File: config.mk
export PLATFORM = sky130hd
export DESIGN_NAME = serial_subtractor
export DESIGN_NICKNAME = d
export VERILOG_FILES = /design/src/rtl/serial_subtractor.sv
export SDC_FILE = /design/constraint.sdc
export NUM_CORES = 1
export LEC_CHECK = 0
export ABC_AREA = 1
export ABC_CLOCK_PERIOD_IN_PS = 2100
export CORE_ASPECT_RATIO = 0.7
export CORE_MARGIN = 1.5
export CORE_UTILIZATION = 52
export CTS_CLUSTER_DIAMETER = 50
export DETAILED_ROUTE_END_ITERATION = 8
export GPL_ROUTABILITY_DRIVEN = 1
export PLACE_DENSITY_LB_ADDON = 0.15
export REMOVE_ABC_BUFFERS = 1
export SKIP_CTS_REPAIR_TIMING = 1
export SLEW_MARGIN = 25
export SYNTH_ARGS = -nofsm -noshare
export SYNTH_HDL_FRONTEND = slang
export SYNTH_SLANG_ARGS = --single-unit
File: constraint.sdc
create_clock -name clk -period 2.1 [get_ports clk]
set_input_delay 0.42 -clock clk [delete_from_list [all_inputs] [get_ports clk]]
set_output_delay 0.42 -clock clk [all_outputs]
set_load 0.05 [all_outputs]
File: src/rtl/serial_subtractor.sv
// Bit-serial subtractor: one full-subtractor cell and a registered borrow,
// LSB first, with a start/busy/done handshake and borrow/overflow/zero flags.
module serial_subtractor #(
    parameter int WIDTH = 8
) (
    input  logic             clk,
    input  logic             rst_n,
    input  logic             start,
    input  logic             mode,
    input  logic [WIDTH-1:0] a,
    input  logic [WIDTH-1:0] b,
    input  logic             borrow_in,
    output logic [WIDTH-1:0] diff,
    output logic             borrow_out,
    output logic             overflow,
    output logic             zero,
    output logic             busy,
    output logic             done
);
    localparam int CW = (WIDTH > 1) ? $clog2(WIDTH) : 1;
    localparam logic [CW-1:0] LAST = CW'(WIDTH - 1);

    typedef enum logic [1:0] {IDLE, SHIFT, DONE} state_t;

    state_t           state;
    logic [WIDTH-1:0] m_sh, s_sh, res_sh;
    logic [CW-1:0]    cnt;
    logic             br, m_msb, s_msb;
    logic             d, br_next, accept;
    logic [WIDTH-1:0] res_next;

    always_comb begin
        d        = m_sh[0] ^ s_sh[0] ^ br;
        br_next  = (~m_sh[0] & s_sh[0]) | (~(m_sh[0] ^ s_sh[0]) & br);
        // new bit enters at the MSB; written as shifts so WIDTH=1 needs no slice
        res_next = (res_sh >> 1) | (WIDTH'(d) << (WIDTH - 1));
        accept   = start && (state == IDLE || state == DONE);
    end

    always_ff @(posedge clk or negedge rst_n) begin
        if (!rst_n) begin
            state      <= IDLE;
            m_sh       <= '0;
            s_sh       <= '0;
            res_sh     <= '0;
            cnt        <= '0;
            br         <= 1'b0;
            m_msb      <= 1'b0;
            s_msb      <= 1'b0;
            diff       <= '0;
            borrow_out <= 1'b0;
            overflow   <= 1'b0;
            zero       <= 1'b0;
            busy       <= 1'b0;
            done       <= 1'b0;
        end else if (accept) begin
            m_sh   <= mode ? b : a;
            s_sh   <= mode ? a : b;
            m_msb  <= mode ? b[WIDTH-1] : a[WIDTH-1];
            s_msb  <= mode ? a[WIDTH-1] : b[WIDTH-1];
            br     <= borrow_in;
            cnt    <= '0;
            res_sh <= '0;
            state  <= SHIFT;
            busy   <= 1'b1;
            done   <= 1'b0;
        end else begin
            case (state)
                SHIFT: begin
                    m_sh   <= m_sh >> 1;
                    s_sh   <= s_sh >> 1;
                    res_sh <= res_next;
                    br     <= br_next;
                    cnt    <= cnt + CW'(1);
                    if (cnt == LAST) begin
                        state      <= DONE;
                        busy       <= 1'b0;
                        done       <= 1'b1;
                        diff       <= res_next;
                        borrow_out <= br_next;
                        overflow   <= (m_msb != s_msb) && (d != m_msb);
                        zero       <= (res_next == '0);
                    end
                end
                DONE: begin
                    state <= IDLE;
                    done  <= 1'b0;
                end
                default: begin
                    state <= IDLE;
                    busy  <= 1'b0;
                    done  <= 1'b0;
                end
            endcase
        end
    end
endmodule

==> out/metrics.csv, run 1 <==
metric;value;unit
met3 GRT Util;5.08;%
Final setup viols;0;
Post-synth EDFFs;0;
Tcrit/Tclk final;89.2;%
Max Transition Viols Final;0;
PwrDens;1540;nW/µm²
CP max stage cell;clkdlybuf4s50_1;
met2 Use GR;34.4;%
CTS tree;built;
CTS clk-pin slew, worst paths;0.08;ns
area added between synthesis and finish;21.1;%
Buf+Inv Stages, Crit Path;1;
die height;55.0;µm
mean post-synth cell area;8.24;µm²
leak pwr;1.19;nW
H-tree levels;2;
Top Usage Layer GRT;met2;
Max Cap Viol;0;
Worst-Skew Late Latency;0.29;ns
Slew @ Worst Pin;0.524;ns
vias;1669;
post-DP HPWL;2.98;mm
R2R depth;7;
port bufs;33;
Critical path origin;diff[3];
Yosys cell types;21;
final core occ;67.6;%
# IOs;34;
Worst path depth;1;
CP Max Fanout;2;
largest net degree at the start of global routing;44;
CP Cell Sequence;clkdlybuf4s50_1;
core box area;3600;µm²
full die area;4250;µm²
most frequent cells in the layout;nand2_1, dfrtp_1, clkdlybuf4s50_1, o21ai_0, nor2_1;
diode count;0;
Worst EP arrival;1.45;ns
total track usage;21.6;%
CP endpoint kind;output port;
type of the tightest min-delay check;primary input to asynchronous set/reset pin;
total wire length;4.08;mm
vias per inst;5.07;
CTS Buf Count;5;
Fin. Hold Viols;0;
post-route minimum period;1.87;ns
Initial DRT Pass Iterations;4;
Starting DRT DRC Count;115;
Reg-to-Reg Start;cnt[0];
Max Root-Sink Buffers;2;
Starting Density;55.8;%
commonest non-fill, non-tap cell in the layout;nand2_1;
Critical Path End;diff[3];
Post-synth ARST share;100;%
met1 Use GR;29.7;%
setup_tns;0;ns
first-pass GRT wire length;6.94;mm
Root Buffer;clkbuf_8;
# rows;18;
slew margin rel.;65.1;%
CP Launch Type;flop;
Yosys top cell by area;dfrtp_1;
synth top area cells;dfrtp_1, nand2_1, o21ai_0, nor2_1, a21oi_1;
Final ANT Viol Nets;0;
Nets;302;
share of the synthesized area in the top cell type;53.5;%
Worst Path Required;1.68;ns
initial antenna violation count;0;
unrepaired setup endpoints after global routing;false;
Primary FF master, synth;dfrtp_1;
number of global-route vias before repair;1518;
total grt overflow;0;
sequential-to-total area share from yosys stat;53.5;%
Largest stage delay, worst path;0.80;ns
final routed DRC violation total;0;
Final Skew;0.0107;ns
Yosys Warn Count;0;
Routed WL per cell;12.4;µm
Critical R2R Capture;overflow;
Achievable Freq;0.534;GHz
CP top delay family;buffers and inverters;
Max rail drop VDD;0.000898;V
flop and latch count out of synthesis;43;
RePlAce Congestion;0.818;
Mapped Area;2010;µm²
status;complete, no violations;
layout cell share with drive strength beyond 1;6.81;%
Fillers;307;
critical path class;flop to output port;
Die W;77.3;µm
Gate Count Post-Synth;244;
internal reg-to-reg setup slack;0.56;ns
clk sink count;43;
-- power breakdown --
group / internal [W] / switching (W)
combinational: 0.000647 / 0.00118
sequential: 0.00123 / 0.000210
clock: 0.000233 / 0.000261
total: 0.00211 / 0.00165
-- how the worst min path moves through the flow --
stage                     startpoint          to  cells after the start
after CTS                      rst_n        busy                      2
after global routing           rst_n     s_sh[1]                      2
final                          rst_n        busy                      2
after floorplan                rst_n  borrow_out                      0
after detailed placement          br          br                      2
after global placement       m_sh[7]     m_sh[7]                      2
-- per-stage QoR --
step                instances  instance area (µm²)  total power (W)  setup slack, ns  hold WS (ns)
detailed placement        321                 2350          0.00328            0.346         0.471
global placement          321                 2350          0.00322            0.389         0.462
CTS                       329                 2430          0.00378            0.219         0.204
floorplan                 233                 1930          0.00266            0.424         0.124
global route              329                 2430          0.00407            0.181         0.236
finish                    329                 2430          0.00376            0.227         0.177
-- cell families (layout without fill, tap and decap cells) --
kind of cell | Yosys count | count (layout) | share of synthesized area [%]
buffers and inverters | 30 | 65 | 7.78
DFF | 43 | 43 | 53.5
adders and majority gates | 3 | 3 | 2.24
and+or+nand+nor | 115 | 115 | 22.6
AOI/OAI and AO/OA | 53 | 53 | 13.9
-- per-layer routing --
layer	up-vias	part of all wire [%]
met5	-	0
met4	0	1.1
met3	7	5.3
met2	33	42
met1	784	51
li1	845	-
-- area by class of cell --
cell class / instances / area, µm² / share of cell area (%)
multi-input cells: 171 / 778 / 32.0
well taps: 50 / 62.6 / 2.57
inverters: 19 / 73.8 / 3.03
repair buffers: 38 / 363 / 14.9
clock inverters: 1 / 5.00 / 0.206
clock buffers: 7 / 76.3 / 3.13
flip-flops and latches: 43 / 1080 / 44.2
-- registers in the layout, summed over array words and instances, names as in the netlist, 3 cells and up --
| register | cells |
|---|---|
| cnt | 3 |
| diff | 8 |
| m_sh | 8 |
| res_sh | 7 |
| s_sh | 8 |
-- cell usage after synthesis, types with 2 or more instances --
cell,count
a21oi_1,14
buf_2,3
buf_4,2
buf_6,4
clkbuf_1,2
dfrtp_1,43
ha_1,2
inv_1,16
inv_2,2
nand2_1,85
nand2_2,2
nand3_1,6
nor2_1,20
o211ai_1,2
o21ai_0,26
o21ai_1,4
o22ai_1,7
No activity file was read; power rests on OpenSTA's default activity.
==> run 2: changes to the inputs <==
==> constraint.sdc (replaced) <==
create_clock -name clk -period 2.1 [get_ports clk]
set_input_delay 0.21 -clock clk [delete_from_list [all_inputs] [get_ports clk]]
set_output_delay 0.21 -clock clk [all_outputs]
set_load 0.05 [all_outputs]
==> out/metrics.csv, run 2 (synthesis gave the netlist of run 1 again) <==
metric;value;unit;change
status;complete, no violations;;
diode count;0;;unchanged
Buf+Inv Stages, Crit Path;1;;unchanged
CP endpoint kind;output port;;
Placed Cells;323;;+0.62%
initial antenna violation count;0;;unchanged
final routed DRC violation total;0;;unchanged
Gate power share;47.0;%;-1.6 points
Sw Share;42.6;%;-1.4 points
Final Skew;0.00646;ns;-0.00421 ns
largest net degree at the start of global routing;26;;-41%
clk sink count;43;;unchanged
Final setup viols;0;;unchanged
port bufs;33;;unchanged
Final ANT Viol Nets;0;;unchanged
RePlAce Congestion;0.760;;-7.0%
Max Root-Sink Buffers;2;;unchanged
leak pwr;1.22;nW;+2.7%
Worst EP arrival;1.45;ns;about the same
Worst Path Required;1.89;ns;+0.21 ns
total wire length;4.18;mm;+2.4%
total grt overflow;0;;unchanged
Largest stage delay, worst path;0.80;ns;about the same
post-route minimum period;1.66;ns;-0.208 ns
CP top delay family;buffers and inverters;;
most frequent cells in the layout;nand2_1, dfrtp_1, clkdlybuf4s50_1, o21ai_0, nor2_1;;
CP Cell Sequence;clkdlybuf4s50_1;;
Achievable Freq;0.601;GHz;+13%
commonest non-fill, non-tap cell in the layout;nand2_1;;
Tcrit/Tclk final;79.3;%;-9.9 points
Internal;0.00227;W;+7.6%
Max rail drop VDD;0.00101;V;+13%
unrepaired setup endpoints after global routing;false;;
type of the tightest min-delay check;primary input to asynchronous set/reset pin;;
Worst-Skew Late Latency;0.29;ns;about the same
H-tree levels;2;;unchanged
first-pass GRT wire length;7.46;mm;+7.4%
Clock power frac;16.7;%;+3.5 points
CP Max Fanout;2;;unchanged
CTS Buf Count;5;;unchanged
number of global-route vias before repair;1665;;+9.7%
Routed WL per cell;12.6;µm;+1.5%
Die W;77.3;µm;unchanged
Initial DRT Pass Iterations;4;;unchanged
Fillers;295;;-3.9%
Fin. Hold Viols;0;;unchanged
CTS clk-pin slew, worst paths;0.08;ns;about the same
register share of total power;36.4;%;-1.9 points
Max Transition Viols Final;0;;unchanged
NetSw;0.00168;W;+1.7%
full die area;4250;µm²;unchanged
Starting DRT DRC Count;142;;+23%
CP Launch Type;flop;;
Max Cap Viol;0;;unchanged
setup_tns;0;ns;unchanged
vias;1668;;-0.060%
core box area;3600;µm²;unchanged
Nets;305;;+0.99%
# rows;18;;unchanged
area added between synthesis and finish;24.1;%;
Slew @ Worst Pin;0.540;ns;+0.0158 ns
Root Buffer;clkbuf_8;;
Layout Cells excl Fill;332;;+0.91%
vias per inst;5.02;;-0.96%
post-DP HPWL;3.00;mm;+0.62%
# IOs;34;;unchanged
critical path class;flop to output port;;
Starting Density;55.8;%;unchanged
total track usage;23.3;%;+1.7 points
layout cell share with drive strength beyond 1;8.16;%;+1.3 points
slew margin rel.;64.0;%;-1.1 points
Top Registers;diff: 8 flops, m_sh: 8 flops, s_sh: 8 flops;;
PwrDens;1580;nW/µm²;+2.5%
CP max stage cell;clkdlybuf4s50_1;;
die height;55.0;µm;unchanged
CTS tree;built;;
-- run 2: cell count changes in the layout (fill, tap and decap cells not counted), sizes merged --
cell,before,now
buf,6,8
bufinv,0,1
clkbuf,7,6
dlygate4sd3,0,1
-- run 2: final cells by class --
type,count,area (µm²),area share [%]
Clock buffer,6,82.6,3.31
Multi-Input combinational cell,171,778,31.2
Inverter,19,73.8,2.96
Timing Repair Buffer,41,388,15.5
Tap cell,50,62.6,2.51
Clock inverter,2,35.0,1.40
Sequential cell,43,1080,43.1
-- run 2: path summary, 6_finish.rpt --
check                        start        to  slack (ns)  cells past startpoint
max in group asynchronous    rst_n   m_sh[3]        1.12                      3
max                        diff[2]   diff[2]        0.44                      1
max reg2reg                m_sh[0]  overflow        0.63                      5
min                          rst_n      done        0.43                      2
min reg2reg                   zero      zero        0.48                      2
min in group clk              zero      zero        0.48                      2
-- run 2: worst reg2reg max path: stages, from the launching register on --
cell     delay [ns]
dfrtp_1        0.40
fa_1           0.59
inv_1          0.09
o21ai_0        0.15
nand3_1        0.11
nand2_1        0.07
-- run 2: per-stage QoR --
| stage | cell area (µm²) | hold WS (ns) | setup WS (ns) | util, % | power (W) |
|---|---|---|---|---|---|
| floorplan | 1930 | -0.0856 | 0.424 | - | 0.00266 |
| global placement | 2370 | 0.227 | 0.616 | 65.7 | 0.00324 |
| detailed placement | 2370 | 0.222 | 0.593 | 65.7 | 0.00330 |
| CTS | 2490 | -0.0936 | 0.425 | 69.0 | 0.00397 |
| global route | 2500 | 0.476 | 0.381 | 69.3 | 0.00427 |
| finish | 2500 | 0.427 | 0.435 | 69.3 | 0.00395 |
-- run 2: layer usage --
metal	part of all wire (%)	GRT usage (%)	vias up	routed length [µm]
li1	-	-	852	-
met1	49	32.1	770	2050
met2	45	37.1	41	1870
met3	5.2	4.92	5	219
met4	0.96	9.39	0	40
met5	0	0	-	0
-- run 2: power by group through the flow --
stage | combinational, W | sequential (W) | clock, W
floorplan | 0.000858 | 0.00180 | 0
global placement | 0.00180 | 0.00144 | 0
detailed placement | 0.00185 | 0.00145 | 0
CTS | 0.00186 | 0.00144 | 0.000674
global route | 0.00207 | 0.00149 | 0.000707
finish | 0.00185 | 0.00144 | 0.000658
==> run 3: changes to the inputs <==
--- a/config.mk
+++ b/config.mk
@@ -6,10 +6,10 @@
 export NUM_CORES = 1
 export LEC_CHECK = 0
 export ABC_AREA = 1
-export ABC_CLOCK_PERIOD_IN_PS = 2100
+export ABC_CLOCK_PERIOD_IN_PS = 1500
 export CORE_ASPECT_RATIO = 0.7
 export CORE_MARGIN = 1.5
-export CORE_UTILIZATION = 52
+export CORE_UTILIZATION = 47
 export CTS_CLUSTER_DIAMETER = 50
 export DETAILED_ROUTE_END_ITERATION = 8
 export GPL_ROUTABILITY_DRIVEN = 1
==> constraint.sdc (replaced) <==
create_clock -name clk -period 1.5 [get_ports clk]
set_input_delay 0.15 -clock clk [delete_from_list [all_inputs] [get_ports clk]]
set_output_delay 0.15 -clock clk [all_outputs]
set_load 0.05 [all_outputs]
==> out/metrics.csv, run 3 (synthesis gave the netlist of run 1 again) <==
metric;value;unit;change
status;complete, no violations;;
CP Launch Type;flop;;
Routed WL per cell;12.4;µm;-1.8%
Starting Density;50.0;%;-5.8 points
total wire length;4.16;mm;-0.34%
CTS tree;built;;
clk sink count;43;;unchanged
post-route minimum period;1.40;ns;
# rows;19;;+1
Fin. Hold Viols;0;;unchanged
Worst path depth;5;;+4
post-DP HPWL;2.98;mm;-0.54%
number of global-route vias before repair;1541;;-7.4%
Final Cell Area;2480;µm²;-0.55%
area post-placement;2390;µm²;+0.74%
setup_tns;0;ns;unchanged
total grt overflow;0;;unchanged
Top Registers;diff: 8 flops, m_sh: 8 flops, s_sh: 8 flops;;
port bufs;33;;unchanged
CP Max Fanout;4;;+2
initial antenna violation count;0;;unchanged
Fillers;343;;+16%
Root Buffer;clkbuf_8;;
Largest stage delay, worst path;0.57;ns;-0.23 ns
final routed DRC violation total;0;;unchanged
most frequent cells in the layout;nand2_1, dfrtp_1, o21ai_0, buf_4, nor2_1;;
leak pwr;1.25;nW;+2.0%
Reg-to-Reg Start;m_sh[0];;
# IOs;34;;unchanged
vias per inst;4.99;;-0.72%
vias;1681;;+0.78%
Max Root-Sink Buffers;2;;unchanged
Final setup viols;0;;unchanged
diode count;0;;unchanged
Layout Cells excl Fill;337;;+1.5%
layout cell share with drive strength beyond 1;13.3;%;+5.2 points
final core occ;61.8;%;-7.5 points
Max Transition Viols Final;0;;unchanged
CP endpoint kind;flop;;
Worst Path Required;1.74;ns;-0.15 ns
internal reg-to-reg setup slack;0.10;ns;-0.53 ns
CTS clk-pin slew, worst paths;0.08;ns;about the same
Worst-Skew Late Latency;0.30;ns;about the same
slew margin rel.;74.0;%;+9.9 points
Buf+Inv Stages, Crit Path;1;;unchanged
H-tree levels;2;;unchanged
full die area;4690;µm²;+10%
type of the tightest min-delay check;primary input to asynchronous set/reset pin;;
Slew @ Worst Pin;0.391;ns;-0.149 ns
CP max stage cell;fa_1;;
Die W;81.2;µm;+5.0%
commonest non-fill, non-tap cell in the layout;nand2_1;;
area added between synthesis and finish;23.5;%;
unrepaired setup endpoints after global routing;false;;
Tcrit/Tclk final;93.2;%;
Multi-input gate area;783;µm²;+0.64%
CP top delay family;adder cells;;
R2R depth;5;;unchanged
largest net degree at the start of global routing;29;;+12%
Critical R2R Capture;overflow;;
CTS Buf Count;5;;unchanged
Final Skew;0.00596;ns;-0.000496 ns
total track usage;20.0;%;-3.3 points
critical path class;flop to flop;;
CP Cell Sequence;fa_1 -> inv_1 -> o21ai_0 -> nand3_1 -> nand2_1;;
Starting DRT DRC Count;85;;-40%
core box area;4020;µm²;+11%
Achievable Freq;0.716;GHz;
Final ANT Viol Nets;0;;unchanged
Nets;308;;+0.98%
Max Cap Viol;0;;unchanged
RePlAce Congestion;0.759;;-0.20%
die height;57.7;µm;+4.9%
Worst EP arrival;1.64;ns;+0.19 ns
Initial DRT Pass Iterations;4;;unchanged
PwrDens;2140;nW/µm²;+36%
Max rail drop VDD;0.00141;V;+40%
Placed Cells;328;;+1.5%
Register Area;1080;µm²;unchanged
first-pass GRT wire length;7.02;mm;-5.9%
==> run 3: cell types whose count changed in the layout (fill, tap and decap cells not counted) <==
cell	previous run	this run
nand3_1	6	5
bufinv_16	1	0
buf_12	0	2
nand3_2	0	1
clkbuf_1	0	2
clkdlybuf4s50_1	32	19
buf_4	7	21
clkbuf_8	6	5
==> run 3: stage by stage <==
stage	total power (W)	hold WS (ns)	setup slack, ns
global route	0.00576	0.336	0.0164
CTS	0.00535	-0.229	0.105
global placement	0.00459	0.0989	0.148
finish	0.00532	0.298	0.102
floorplan	0.00372	-0.146	-0.176
detailed placement	0.00462	0.0929	0.130
==> run 3: routing by layer <==
layer,GRT usage [%],vias to the layer above,wire length (µm)
li1,-,861,-
met1,29.7,779,2160
met2,29.2,35,1750
met3,4.72,6,215
met4,6.65,0,42
met5,0,-,0
==> run 3: worst max-delay path by stage <==
stage               end    start  slack (ns)
2_1_floorplan    cnt[0]     done       -0.18
3_3_place_gp   overflow  m_sh[0]        0.15
3_5_place_dp   overflow  m_sh[0]        0.13
4_1_cts        overflow  m_sh[0]        0.10
5_1_grt            zero  m_sh[0]        0.02
6_report       overflow  m_sh[0]        0.10
==> run 3: report_power, final <==
| part | leakage (nW) | total [W] | switching (W) | internal [W] |
|---|---|---|---|---|
| Combinational | 0.676 | 0.00260 | 0.00167 | 0.000931 |
| Clock | 0.0422 | 0.000709 | 0.000382 | 0.000327 |
| Sequential | 0.531 | 0.00202 | 0.000298 | 0.00172 |
| Total | 1.25 | 0.00532 | 0.00235 | 0.00298 |
==> run 3: area by class of cell <==
type / count / area share, %
clock buffer: 7 / 3.07
clock inverter: 1 / 0.202
tap: 52 / 2.62
timing repair buffer: 44 / 16.2
inverter: 19 / 2.97
multi-input combinational: 171 / 31.6
sequential: 43 / 43.3
